**src/rtl/dcache_refill_ctrl.sv**
```systemverilog
`default_nettype none
// ============================================================================
// Module   : dcache_refill_ctrl
// Purpose  : Data-cache miss/refill and write-through sequencer.
// Revision : 1.0 - initial release
// ============================================================================
module dcache_refill_ctrl #(
    parameter int WORDS_PER_LINE = 4,
    parameter int ADDR_WIDTH     = 32,
    parameter int DATA_WIDTH     = 32
) (
    input  logic                  clk,
    input  logic                  rst_n,
    input  logic                  req_valid_i,
    input  logic                  req_we_i,
    input  logic [ADDR_WIDTH-1:0] req_addr_i,
    input  logic [DATA_WIDTH-1:0] req_wdata_i,
    input  logic                  hit_i,
    output logic                  stall_o,
    output logic                  mem_req_o,
    output logic                  mem_we_o,
    output logic [ADDR_WIDTH-1:0] mem_addr_o,
    output logic [DATA_WIDTH-1:0] mem_wdata_o,
    input  logic                  mem_gnt_i,
    input  logic                  mem_rvalid_i,
    input  logic [DATA_WIDTH-1:0] mem_rdata_i,
    output logic                  fill_we_o,
    output logic [ADDR_WIDTH-1:0] fill_addr_o,
    output logic [DATA_WIDTH-1:0] fill_data_o,
    output logic                  tag_we_o
);

    localparam int                    c_CNT_W     = $clog2(WORDS_PER_LINE);
    localparam logic [ADDR_WIDTH-1:0] c_LINE_MASK = ~ADDR_WIDTH'(WORDS_PER_LINE * 4 - 1);
    localparam logic [ADDR_WIDTH-1:0] c_WORD_MASK = ~ADDR_WIDTH'(3);
    localparam logic [c_CNT_W-1:0]    c_CNT_LAST  = c_CNT_W'(WORDS_PER_LINE - 1);

    typedef enum logic [2:0] {
        S_IDLE    = 3'd0,
        S_WR_REQ  = 3'd1,
        S_RF_REQ  = 3'd2,
        S_RF_WAIT = 3'd3,
        S_RF_DONE = 3'd4,
        S_DONE    = 3'd5
    } state_t;

    state_t                r_state_q,     w_state_d;
    logic [c_CNT_W-1:0]    r_cnt_q,       w_cnt_d;
    logic [ADDR_WIDTH-1:0] r_base_q,      w_base_d;
    logic                  r_mem_req_q,   w_mem_req_d;
    logic                  r_mem_we_q,    w_mem_we_d;
    logic [ADDR_WIDTH-1:0] r_mem_addr_q,  w_mem_addr_d;
    logic [DATA_WIDTH-1:0] r_mem_wdata_q, w_mem_wdata_d;
    logic                  r_fill_we_q,   w_fill_we_d;
    logic [ADDR_WIDTH-1:0] r_fill_addr_q, w_fill_addr_d;
    logic [DATA_WIDTH-1:0] r_fill_data_q, w_fill_data_d;
    logic                  r_tag_we_q,    w_tag_we_d;
    logic                  w_stall;

    // Line base keeps its offset bits zero, so OR-ing in the word index is an add.
    function automatic logic [ADDR_WIDTH-1:0] f_word_addr(
        input logic [ADDR_WIDTH-1:0] base,
        input logic [c_CNT_W-1:0]    idx
    );
        return base | (ADDR_WIDTH'(idx) << 2);
    endfunction

    always_comb begin
        w_state_d     = r_state_q;
        w_cnt_d       = r_cnt_q;
        w_base_d      = r_base_q;
        w_mem_req_d   = r_mem_req_q;
        w_mem_we_d    = r_mem_we_q;
        w_mem_addr_d  = r_mem_addr_q;
        w_mem_wdata_d = r_mem_wdata_q;
        w_fill_we_d   = 1'b0;
        w_fill_addr_d = r_fill_addr_q;
        w_fill_data_d = r_fill_data_q;
        w_tag_we_d    = 1'b0;
        w_stall       = 1'b1;

        case (r_state_q)
            S_IDLE: begin
                w_stall = req_valid_i & (req_we_i | ~hit_i);
                w_cnt_d = '0;
                if (req_valid_i && req_we_i) begin
                    w_mem_req_d   = 1'b1;
                    w_mem_we_d    = 1'b1;
                    w_mem_addr_d  = req_addr_i & c_WORD_MASK;
                    w_mem_wdata_d = req_wdata_i;
                    w_state_d     = S_WR_REQ;
                end else if (req_valid_i && !hit_i) begin
                    w_base_d     = req_addr_i & c_LINE_MASK;
                    w_mem_req_d  = 1'b1;
                    w_mem_we_d   = 1'b0;
                    w_mem_addr_d = req_addr_i & c_LINE_MASK;
                    w_state_d    = S_RF_REQ;
                end
            end
            S_WR_REQ: begin
                if (mem_gnt_i) begin
                    w_mem_req_d = 1'b0;
                    w_mem_we_d  = 1'b0;
                    w_state_d   = S_DONE;
                end
            end
            S_RF_REQ: begin
                if (mem_gnt_i) begin
                    w_mem_req_d = 1'b0;
                    w_state_d   = S_RF_WAIT;
                end
            end
            S_RF_WAIT: begin
                if (mem_rvalid_i) begin
                    w_fill_we_d   = 1'b1;
                    w_fill_addr_d = f_word_addr(r_base_q, r_cnt_q);
                    w_fill_data_d = mem_rdata_i;
                    if (r_cnt_q == c_CNT_LAST) begin
                        w_state_d = S_RF_DONE;
                    end else begin
                        w_cnt_d      = r_cnt_q + c_CNT_W'(1);
                        w_mem_req_d  = 1'b1;
                        w_mem_addr_d = f_word_addr(r_base_q, r_cnt_q + c_CNT_W'(1));
                        w_state_d    = S_RF_REQ;
                    end
                end
            end
            S_RF_DONE: begin
                w_tag_we_d    = 1'b1;
                w_fill_addr_d = r_base_q;
                w_state_d     = S_DONE;
            end
            S_DONE: begin
                // One unstalled cycle lets the held instruction retire.
                w_stall   = 1'b0;
                w_state_d = S_IDLE;
            end
            default: begin
                w_stall   = 1'b0;
                w_state_d = S_IDLE;
            end
        endcase
    end

    always_ff @(posedge clk or negedge rst_n) begin
        if (!rst_n) begin
            r_state_q     <= S_IDLE;
            r_cnt_q       <= '0;
            r_base_q      <= '0;
            r_mem_req_q   <= 1'b0;
            r_mem_we_q    <= 1'b0;
            r_mem_addr_q  <= '0;
            r_mem_wdata_q <= '0;
            r_fill_we_q   <= 1'b0;
            r_fill_addr_q <= '0;
            r_fill_data_q <= '0;
            r_tag_we_q    <= 1'b0;
        end else begin
            r_state_q     <= w_state_d;
            r_cnt_q       <= w_cnt_d;
            r_base_q      <= w_base_d;
            r_mem_req_q   <= w_mem_req_d;
            r_mem_we_q    <= w_mem_we_d;
            r_mem_addr_q  <= w_mem_addr_d;
            r_mem_wdata_q <= w_mem_wdata_d;
            r_fill_we_q   <= w_fill_we_d;
            r_fill_addr_q <= w_fill_addr_d;
            r_fill_data_q <= w_fill_data_d;
            r_tag_we_q    <= w_tag_we_d;
        end
    end

    assign stall_o     = rst_n & w_stall;
    assign mem_req_o   = r_mem_req_q;
    assign mem_we_o    = r_mem_we_q;
    assign mem_addr_o  = r_mem_addr_q;
    assign mem_wdata_o = r_mem_wdata_q;
    assign fill_we_o   = r_fill_we_q;
    assign fill_addr_o = r_fill_addr_q;
    assign fill_data_o = r_fill_data_q;
    assign tag_we_o    = r_tag_we_q;

endmodule
`default_nettype wire

```
**config.mk**
```make
export PLATFORM = sky130hd
export DESIGN_NAME = dcache_refill_ctrl
export DESIGN_NICKNAME = d
export VERILOG_FILES = /design/src/rtl/dcache_refill_ctrl.sv
export SDC_FILE = /design/constraint.sdc
export NUM_CORES = 1
export LEC_CHECK = 0
export BUFFER_PORTS_ARGS = -buffer_cell sky130_fd_sc_hd__buf_2
export CORE_ASPECT_RATIO = 1.75
export CORE_MARGIN = 8
export CORE_UTILIZATION = 45
export CTS_CLUSTER_SIZE = 12
export DETAILED_ROUTE_END_ITERATION = 7
export PLACE_DENSITY = 0.71
export SLEW_MARGIN = 20
export SYNTH_ARGS = -nofsm -noshare
export SYNTH_HDL_FRONTEND = slang
export SYNTH_SLANG_ARGS = --single-unit
```
**constraint.sdc**
```tcl
create_clock -name clk -period 2.2 [get_ports clk]
set_input_delay 0.22 -clock clk [delete_from_list [all_inputs] [get_ports clk]]
set_output_delay 0.22 -clock clk [all_outputs]
set_load 0.01 [all_outputs]
```
======== Yosys cells after proc, flatten, opt, wreduce, memory -nomap -nowiden ========
Index checks and enable logic that the tools add are counted.
word-level totals
  bits in registers ....................... 165
  bits in latches ......................... 0
  bits in writable memories ............... 0
  memory bits (read-only) ................. 0
  bits of input ports ..................... 103
  output and inout bits ................... 133
  logic and storage cells ................. 79
  memories kept ........................... 0
operators by class
  add/sub/neg operators ................... 1
  multiply operators ...................... 0
  divide/modulo/power cells ............... 0
  order comparisons ....................... 0
  equality and inequality tests ........... 11
  shifts and indexed selects .............. 0
  multiplexer cells ....................... 30
  bitwise gates (word level) .............. 7
  reduce and logical (&&, ||, !) cells .... 19
operator list
  operator                                                         number
  32-bit 2-to-1 mux                                                5
  32-bit one-hot mux with 2 select lines                           2
  32-bit by 4-bit bitwise OR with 32-bit output                    2
  3-bit 2-to-1 mux                                                 6
  3-bit one-hot mux with 5 select lines                            1
  1-bit 2-to-1 mux                                                 10
  3-bit AND reduction                                              3
  2-bit != test, second input constant                             4
  4-bit AND reduction                                              2
  3-bit by 2-bit == test with 1-bit output, second input constant  2
  2-bit AND reduction                                              3
  2-bit nonzero test                                               3
  5-bit AND reduction                                              1
  2-bit 2-to-1 mux                                                 2
  1-bit one-hot mux with 2 select lines                            2
  2-bit one-hot mux with 2 select lines                            1
  4-bit OR reduction                                               1
  3-bit by 1-bit == test with 1-bit output, second input constant  1
  3-bit == test, second input constant                             1
  3-bit logical NOT                                                1
  3-bit != test, second input constant                             1
  1-bit one-hot mux with 3 select lines                            1
  3-bit nonzero test                                               1
  2-bit by 1-bit adder with 2-bit output, second input constant    1
  other kinds (8)                                                  11

======== Logic depth before layout (Yosys ltp) ========
Gate-level depths: netlist of the first run.
  depth in word-level cells ............... 5
  mapped depth ............................ 6
  gate-level depth less buffers ........... 5

======== Worst setup path after synthesis of the first run ========
Ideal clock, no wire load.
  kind .................................... reg-to-reg
  start point ............................. register r_state_q[0]
  end point ............................... register r_mem_wdata_q[10], in the netlist mem_wdata_o[10]
  setup time .............................. 125 ps
  data arrival time ....................... 1599 ps
  required time ........................... 2075 ps
  path slack .............................. 476 ps
  stages on the path, launching flop included .. 6
  buffers on the path ..................... 2
  period minus slack after synthesis ...... 1724 ps
  cell sequence ........................... dfrtp_1 > buf_6 > or3_4 > nor2_8 > buf_12 > mux2_4
between the ends
  word-level cells in the longest chain between the ends .. 2
ends and longest elaborated chain
  item                           line  text
  start, declared                47    state_t r_state_q, w_state_d;
  start signal, assigned         159   r_state_q <= w_state_d;
  3-bit logical NOT              82    case (r_state_q)
  2-bit AND reduction (no line)  -
  end signal, assigned           165   r_mem_wdata_q <= w_mem_wdata_d;
  end, declared                  53    logic [DATA_WIDTH-1:0] r_mem_wdata_q, w_mem_wdata_d;
No other way between the ends.
A chain may end at the register's enable or synchronous reset.

======== Worst setup path in the final report of the first run ========
  start point ............................. register r_state_q[0]
  end point ............................... output port stall_o
between the ends
  word-level cells in the longest chain between the ends .. 4
  elaborated cells on any way between the ends .. 8
  those cells by class .................... eq/ne: 4; mux: 1; bitwise: 1; reduce/logical: 2
ends and longest elaborated chain
  item                                                              line  text
  3-bit by 2-bit == test with 1-bit output (tied with other cells)  82
  4-bit OR reduction (no line)                                      -
  1-bit one-hot mux with 2 select lines *                           82
  1-bit AND *                                                       173   assign stall_o = rst_n & w_stall;
  end, declared                                                     19    output logic stall_o,
Every way passes the cells marked *; elsewhere a longest branch is shown, timed or not.

==> reports/summary.md, run 1 <==
The flow ran to the end, and the final reports show no timing, DRC or antenna violations. The wire length per cell after detailed routing was 17.99 um; the time the final worst path needs with I/O delays and setup was 1906 ps. The buffer type at the clock tree root is clkbuf_16. Clock-pin slew was measured on the worst setup and hold paths at 70 ps.

Dividing the detail-routed via count by the number of cells gives 5.076. The run gives 21.6% as the clock power share. Max-cap violations in this run came to 0.

The library cells used most frequently in the layout, excluding fill and tap cells, are buf_2 (228), dfrtp_1 (161), nand2_1 (138). In this run, synthesis produced a sequential element count of 161. Number of distinct library cells after synthesis: 36. Total of buffers placed on input and output ports: 229. Maximum VDD drop: 0.6555 mV. STA classifies the critical path endpoint as an output port. Once layout is complete, the cells apart from fillers number 994. For the pin with the worst max-slew slack, the measured transition is 554.8 ps.

The library cell used most frequently in the layout, excluding fill and tap cells, is buf_2. The cell row count was 59; the relative slew slack was 63.01%. Summing every instance area after synthesis gives 0.006708 mm^2. For this configuration, the core starts out at a cell density of 45.43%.

The tools report the kind of start point of the critical path as a flip-flop. The full die area came out at 0.01922 mm^2. In the global route stage, overall resource usage came out at 19.30%. The internal portion of total power is 8283 uW, and the count of buffering cells on the critical path with inverters included is 1. For the final-report hold violation count, the log shows 0. Once the clock tree was built, the setup fixing pass inserted 0 buffers. Of the total power, registers draw 40.2%.

The wire-length estimate of the detail-placed layout is 13050 um. The average cell area after synthesis was 12.66 um^2; the number of fillers in the final layout was 1225. The count of yosys warnings during synthesis is 0, and the synthesis-to-finish area growth is 32.57%.

The number of H-tree branching levels was 4. The master of the slowest instance on the critical path was dfrtp_1. The tools report the routability congestion estimate from global placement as 0.8290. Of the total power, the share spent switching nets is 35.43%. The run gives 530 as the synthesized instance count.

The final layout contains 900 nets. The worst path uses 86.62% of the clock period. At the worst endpoint, the required time is 1980 ps. The tools report the maximum count of clock buffers along a single path as 2. Of all nets on the critical path, the largest fanout is 7.

For the initial antenna violation count, the log shows 2. The run gives 5046 as the detailed-route via count. Number of detailed-route iterations in the first pass: 4. In the final layout, the multi-input gates occupy 0.002475 mm^2. TritonCTS created 17 clock buffers. The post-route netlist has 45.74% of its cells at a drive strength greater than 1. The post-detailed-route count of antenna-violating nets came out at 0. After the first detailed-routing iteration, the DRC count stood at 148. The logs give 1690 ps for the arrival time of data at the critical path endpoint and 236 for the boundary pin count.

Setup repair after global routing left no endpoint under its margin. Timing would allow up to 524.8 MHz. The wire length after detailed routing was 17890 um. The largest net degree at the start of global routing is 93. For this design the ratio of total power to cell area is 1443 mW/mm^2. In this run the vertical extent of the chip is 177.5 um. In this run, post-CTS repair resized a total of 0 instances. Registers take 0.004029 mm^2. The clock latency on the worst-skew pair came out at 410 ps. Setup total negative slack on the finished layout was measured at 0 ps.

The part of the total power dissipated in combinational logic was 38.2%; the max-slew violation total from the final report was 0. The tools report the final-report setup violation count as 0. TritonCTS built the clock tree. In this run the standard cell core region covers 0.01476 mm^2.

The leakage power total came out at 0.004819 uW. The number of sinks driven by the clock tree is 161. Once placement completed, the tool counted placed cells totaling 932. The first global-routing pass estimated 29070 um of wire. The critical path goes through or3_4 -> a21oi_1 -> nor2_1 -> buf_2.

The via count of the first global-routing pass was 5716; the count of unresolved DRC violations after routing was 0. From left edge to right edge, the die measures 108.3 um. The analysis attributes to net switching a power of 4545 uW.

Summed over all layers, the global routing overflow is 0. In this design, the largest share of critical-path delay is due to simple AND/OR/NAND/NOR gates. Delay of the slowest critical-path stage: 480 ps.

The worst hold path belongs to the class input port to flip-flop. The worst setup path is of the flip-flop to output port kind. The logs give 60.06% for the post-synthesis sequential area ratio and 10.46 ps for the worst clock skew.
==> metrics by stage <==
step                setup slack, ps  hold slack, ps  cell area (um^2)  utilization [%]  power [uW]
finish                        294.4           17.14              8892            60.23       12830
global placement              401.1           97.84              8049            54.52        9865
detailed placement            369.3           105.9              8049            54.52       10140
floorplan                     475.6          -75.59              6719                -        8079
global route                  201.8           8.758              8892            60.23       13700
CTS                           266.2           1.107              8887            60.19       13020
==> area by class of cell <==
cell class	instances	share of cell area (%)
Timing Repair Buffer	273	17.74
Antenna cell	2	0.05628
Clock buffer	19	4.981
Multi-Input combinational cell	338	27.83
Sequential cell	161	45.31
Tap cell	183	2.575
Inverter	5	0.2111
Clock inverter	13	1.294
==> what timing repair did <==
action / in CTS / in global routing
setup endpoints to repair: 0 / 0
endpoints found under the hold margin: 51 / 0
hold buffers: 28 / 0
==> logic make-up after synthesis <==
family	synth area share, %
compound gates	4.514
fa+ha+maj	0.1865
buf+inv	3.376
flops	60.06
mux	21.19
other cells	0.05591
simple gates	10.61
==> state kept, by name (all words and copies together) (netlist names) <==
register / cells
r_state_q: 3
fill_data_o: 32
mem_req_o: 1
tag_we_o: 1
fill_we_o: 1
mem_wdata_o: 32
fill_addr_o: 30
r_cnt_q: 2
mem_we_o: 1
mem_addr_o: 30
r_base_q: 28
==> cells in the mapped netlist <==
cell | instances | area (um^2)
nand2_2 | 1 | 6.260
mux2i_1 | 28 | 280.3
or3_4 | 1 | 11.26
a31oi_1 | 2 | 12.51
conb_1 | 1 | 3.750
inv_1 | 4 | 15.01
nor2_8 | 2 | 40.04
a22oi_1 | 1 | 7.510
mux2_1 | 3 | 33.78
mux2_4 | 40 | 600.6
mux2_2 | 45 | 506.7
ha_1 | 1 | 12.51
buf_6 | 3 | 33.78
o31a_1 | 1 | 8.760
o21ai_0 | 38 | 190.2
a41oi_1 | 2 | 17.52
nand3b_1 | 2 | 15.01
nand2_1 | 138 | 518.0
nor2_4 | 1 | 11.26
a211oi_1 | 1 | 7.510
buf_12 | 3 | 60.06
o31ai_1 | 1 | 7.510
nor3_2 | 1 | 10.01
a21oi_1 | 7 | 35.03
inv_2 | 1 | 3.750
nand4b_4 | 1 | 23.77
nand2b_1 | 3 | 18.77
nor4b_1 | 1 | 8.760
clkbuf_1 | 9 | 33.78
buf_2 | 10 | 50.05
nor3_1 | 1 | 5.000
buf_4 | 4 | 30.03
a32oi_2 | 1 | 16.27
nand3_1 | 2 | 10.01
dfrtp_1 | 161 | 4029
nor2_1 | 9 | 33.78
==> power by group through the flow <==
| stage | logic (uW) | registers, uW | clock network (uW) |
|---|---|---|---|
| CTS | 5000 | 5160 | 2860 |
| finish | 4900 | 5150 | 2770 |
| detailed placement | 4940 | 5200 | 0 |
| global route | 5380 | 5350 | 2970 |
| global placement | 4770 | 5090 | 0 |
| floorplan | 2460 | 5620 | 0 |
==> worst register-to-register path: cells and delay by family, from the launching register on <==
family                 cells  cell delay (ps)
buffers and inverters      1              240
DFF                        1              480
muxes                      1              400
and+or+nand+nor            2              600
==> worst paths after layout <==
path | slack [ps] | to | depth (start not counted) | from
setup / recovery | 290 | stall_o | 4 | r_state_q[0]
setup reg to reg | 370 | mem_wdata_o[31] | 4 | r_state_q[0]
hold reg to reg | 480 | mem_addr_o[28] | 2 | mem_addr_o[28]
max in group asynchronous | 1100 | fill_addr_o[23] | 3 | rst_n
hold / removal | 20 | fill_data_o[20] | 3 | mem_rdata_i[20]
min in group asynchronous | 240 | mem_wdata_o[12] | 2 | rst_n
==> routing by layer <==
metal,GRT usage [%],vias up,part of all wire [%]
met3,4.509,60,6.1
met1,19.91,2457,36
met2,33.39,213,52
met4,13.54,0,5.7
li1,-,2316,-
met5,0,-,0
Note: power is estimated with default switching activity, not from simulation.
==> inputs of run 2 (changes only) <==
==> constraint.sdc (replaced) <==
create_clock -name clk -period 2.2 [get_ports clk]
set_input_delay 0.11 -clock clk [delete_from_list [all_inputs] [get_ports clk]]
set_output_delay 0.11 -clock clk [all_outputs]
set_load 0.01 [all_outputs]
==> run 2 against run 1 <==
- non-clock buffer count is 65 higher
- sequential power is 1% higher
- power is 1.7% higher
- first-iteration DRC count is 49% higher
- combinational power is 3% higher
- sequential cell count stayed put
- die area stayed put
==> reports/summary.md, run 2 (same netlist as run 1, synthesis figures left out) <==
The flow ran to the end, and the final reports show no timing, DRC or antenna violations. Period utilization: 83.23% (-3.4 points). The wire length after detailed routing was 19640 um (+9.8%).

The die extent in x was 108.3 um (unchanged). The placed standard-cell area is 0.008049 mm^2 (unchanged). Smallest setup slack after layout: 369.0 ps (+74.57 ps).

For the arrival time of data at the critical path endpoint, the log shows 2130 ps (+440 ps). The run gives 0.009550 mm^2 (+7.4%) as the post-route standard cell area excluding fillers. The tools report the count of unresolved DRC violations after routing as 0 (unchanged).

The first-pass GRT wire length was 30910 um (+6.3%). Kind of end point of the critical path: a flip-flop. The clock buffer count from CTS is 17 (unchanged), and the cell row count is 59 (unchanged). Setup repair after global routing left no endpoint under its margin. The detailed-route via count came out at 5343 (+5.9%).

The worst-margin pin slew was 519.1 ps (-35.74 ps); the delay of the slowest critical-path stage was 480 ps (about the same). The path class of the tightest hold or removal check is input port to flip-flop. The max-slew violation total from the final report is 0 (unchanged). The largest net degree at the start of global routing was 86 (-7.5%). The total of buffers placed on input and output ports was 229 (unchanged); the total routing usage reported by global routing was 20.72% (+1.4 points). TritonCTS built the clock tree.

The clock latency on the worst-skew pair is 410 ps (about the same). The post-CTS clock slew at the launch and capture registers of the worst setup and hold paths was 60 ps (about the same). The routability congestion estimate from global placement was 0.8631 (+4.1%).

The maximum VDD drop is 0.6157 mV (-6.1%), and the number of detailed-route iterations in the first pass is 4 (unchanged). The worst setup path is of the flip-flop to flip-flop kind. The logs give 0.01476 mm^2 (unchanged) for the area of the core and 45.43% (unchanged) for the initial core utilization. Most common cell after layout, fill and taps aside: buf_2.

The count of max-cap constraint violations came out at 0 (unchanged). The via count of the first global-routing pass came out at 6071 (+6.2%). The highest net fanout along the worst path is 32 (+25). Walking the worst path, the cells encountered are or3_4 -> nor2_8 -> buf_12 -> mux2_2. Height of the die: 177.5 um (unchanged). The time the final worst path needs with I/O delays and setup came out at 1831 ps (-74.57 ps).

The post-DP HPWL was 13160 um (+0.81%); the relative slew slack was 65.39% (+2.4 points). Worst clock skew: 13.00 ps (+2.543 ps). The run gives 1061 (+6.7%) as the non-filler instance count after layout.

The logs give 0 (unchanged) for the final-report setup violation count and 2 (unchanged) for the maximum count of clock buffers along a single path. The area growth from synthesis to layout is 42.38%. The number of H-tree branching levels was 4 (unchanged). The pre-CTS setup slack is 386.7 ps (+17.33 ps). Global route total overflow: 0 (unchanged).

The count of buffering cells on the critical path with inverters included came out at 1 (unchanged). The number of nets in the final layout is 965 (+7.2%). The count of placed standard cells including taps was 932 (unchanged); the worst path required time was 2500 ps (+520 ps). The power density of the placed cells was 1366 mW/mm^2 (-5.3%). The initial antenna violation count is 3 (+1), and the ratio of routed vias to standard cells is 5.036 (-0.80%). The number of fillers in the final layout is 1133 (-7.5%), and the fraction of the core area covered by cells at the end of the flow is 64.69% (+4.5 points).

For the highest attainable clock frequency, the log shows 546.1 MHz (+4.1%). The leakage power total is 0.005072 uW (+5.2%). The number of design-rule violations left by the first detailed-router iteration is 220 (+49%), and the wire length per cell after detailed routing is 18.51 um (+2.9%). Post-detailed-route count of antenna-violating nets: 0 (unchanged). For the sum of negative setup slack, the log shows 0 ps (unchanged). Number of sinks driven by the clock tree: 161 (unchanged). Grouping stages by cell kind, the critical path spends the most delay in simple AND/OR/NAND/NOR gates.

The tools report the slack of the worst reg-to-reg path as 370 ps (about the same). The tools report the kind of start point of the critical path as a flip-flop. The largest individual stage delay along the critical path comes from the cell dfrtp_1. In the layout the commonest cells are buf_2 (228), dfrtp_1 (161), nand2_1 (138). The boundary pin count is 236 (unchanged). The cell sitting at the root of the clock tree is a clkbuf_16. The logs give 0.01922 mm^2 (unchanged) for the full die area and 0 (unchanged) for the number of instances resized during post-cts repair. The final-report hold violation count was 0 (unchanged); the share of final-layout standard cells stronger than drive strength 1 was 42.22% (-3.5 points).
==> run 2: cell count changes in the layout (fill, tap and decap cells not counted) <==
cell,before,now
clkinv_4,3,1
clkinvlp_4,0,5
inv_8,2,1
inv_6,7,4
clkbuf_1,1,2
bufinv_16,0,1
clkbuf_8,1,0
dlygate4sd3_1,28,93
diode_2,2,4
==> run 2: area by class of cell <==
type | instances | area (um^2) | area share, %
Inverter | 5 | 18.77 | 0.1965
Clock buffer | 19 | 432.9 | 4.533
Antenna cell | 4 | 10.01 | 0.1048
Timing Repair Buffer | 338 | 2228 | 23.33
Sequential cell | 161 | 4029 | 42.19
Clock inverter | 13 | 127.6 | 1.336
Tap cell | 183 | 229.0 | 2.397
Multi-Input combinational cell | 338 | 2475 | 25.91
==> run 2: metal layers <==
metal	up-vias	track usage [%]	wire length, um
li1	2444	-	-
met1	2624	20.93	6918
met2	212	37.40	10700
met3	63	4.364	1020
met4	0	12.91	1001
met5	-	0	0
==> run 2: timing repair <==
item | CTS | global route
hold buffers | 93 | 0
buffers inserted | 0 | 0
endpoints found under the hold margin | 130 | 0
==> run 2: final timing paths <==
path                                  from  cells past startpoint               to
setup / recovery              r_state_q[0]                      4  mem_wdata_o[31]
min in group asynchronous            rst_n                      2   fill_addr_o[4]
max in group asynchronous            rst_n                      3    mem_addr_o[6]
hold reg to reg            fill_data_o[13]                      2  fill_data_o[13]
hold / removal               req_addr_i[2]                      3    mem_addr_o[2]
setup reg to reg              r_state_q[0]                      4  mem_wdata_o[31]
==> run 2: metrics by stage <==
stage	hold WS, ps	power [uW]
4_1_cts	38.64	13150
6_report	53.15	13050
3_5_place_dp	31.92	10140
2_1_floorplan	-185.6	8079
5_1_grt	56.32	13840
3_3_place_gp	25.28	9861
==> run 2: report_power, final <==
group	internal (uW)	switching (uW)
Sequential	4350	851
Clock	1580	1220
Combinational	2490	2550
Total	8420	4630
==> run 2: tightest hold or removal path, stage by stage <==
cell and delay (ps):
buf_2 90, a41oi_1 100, o21ai_0 130
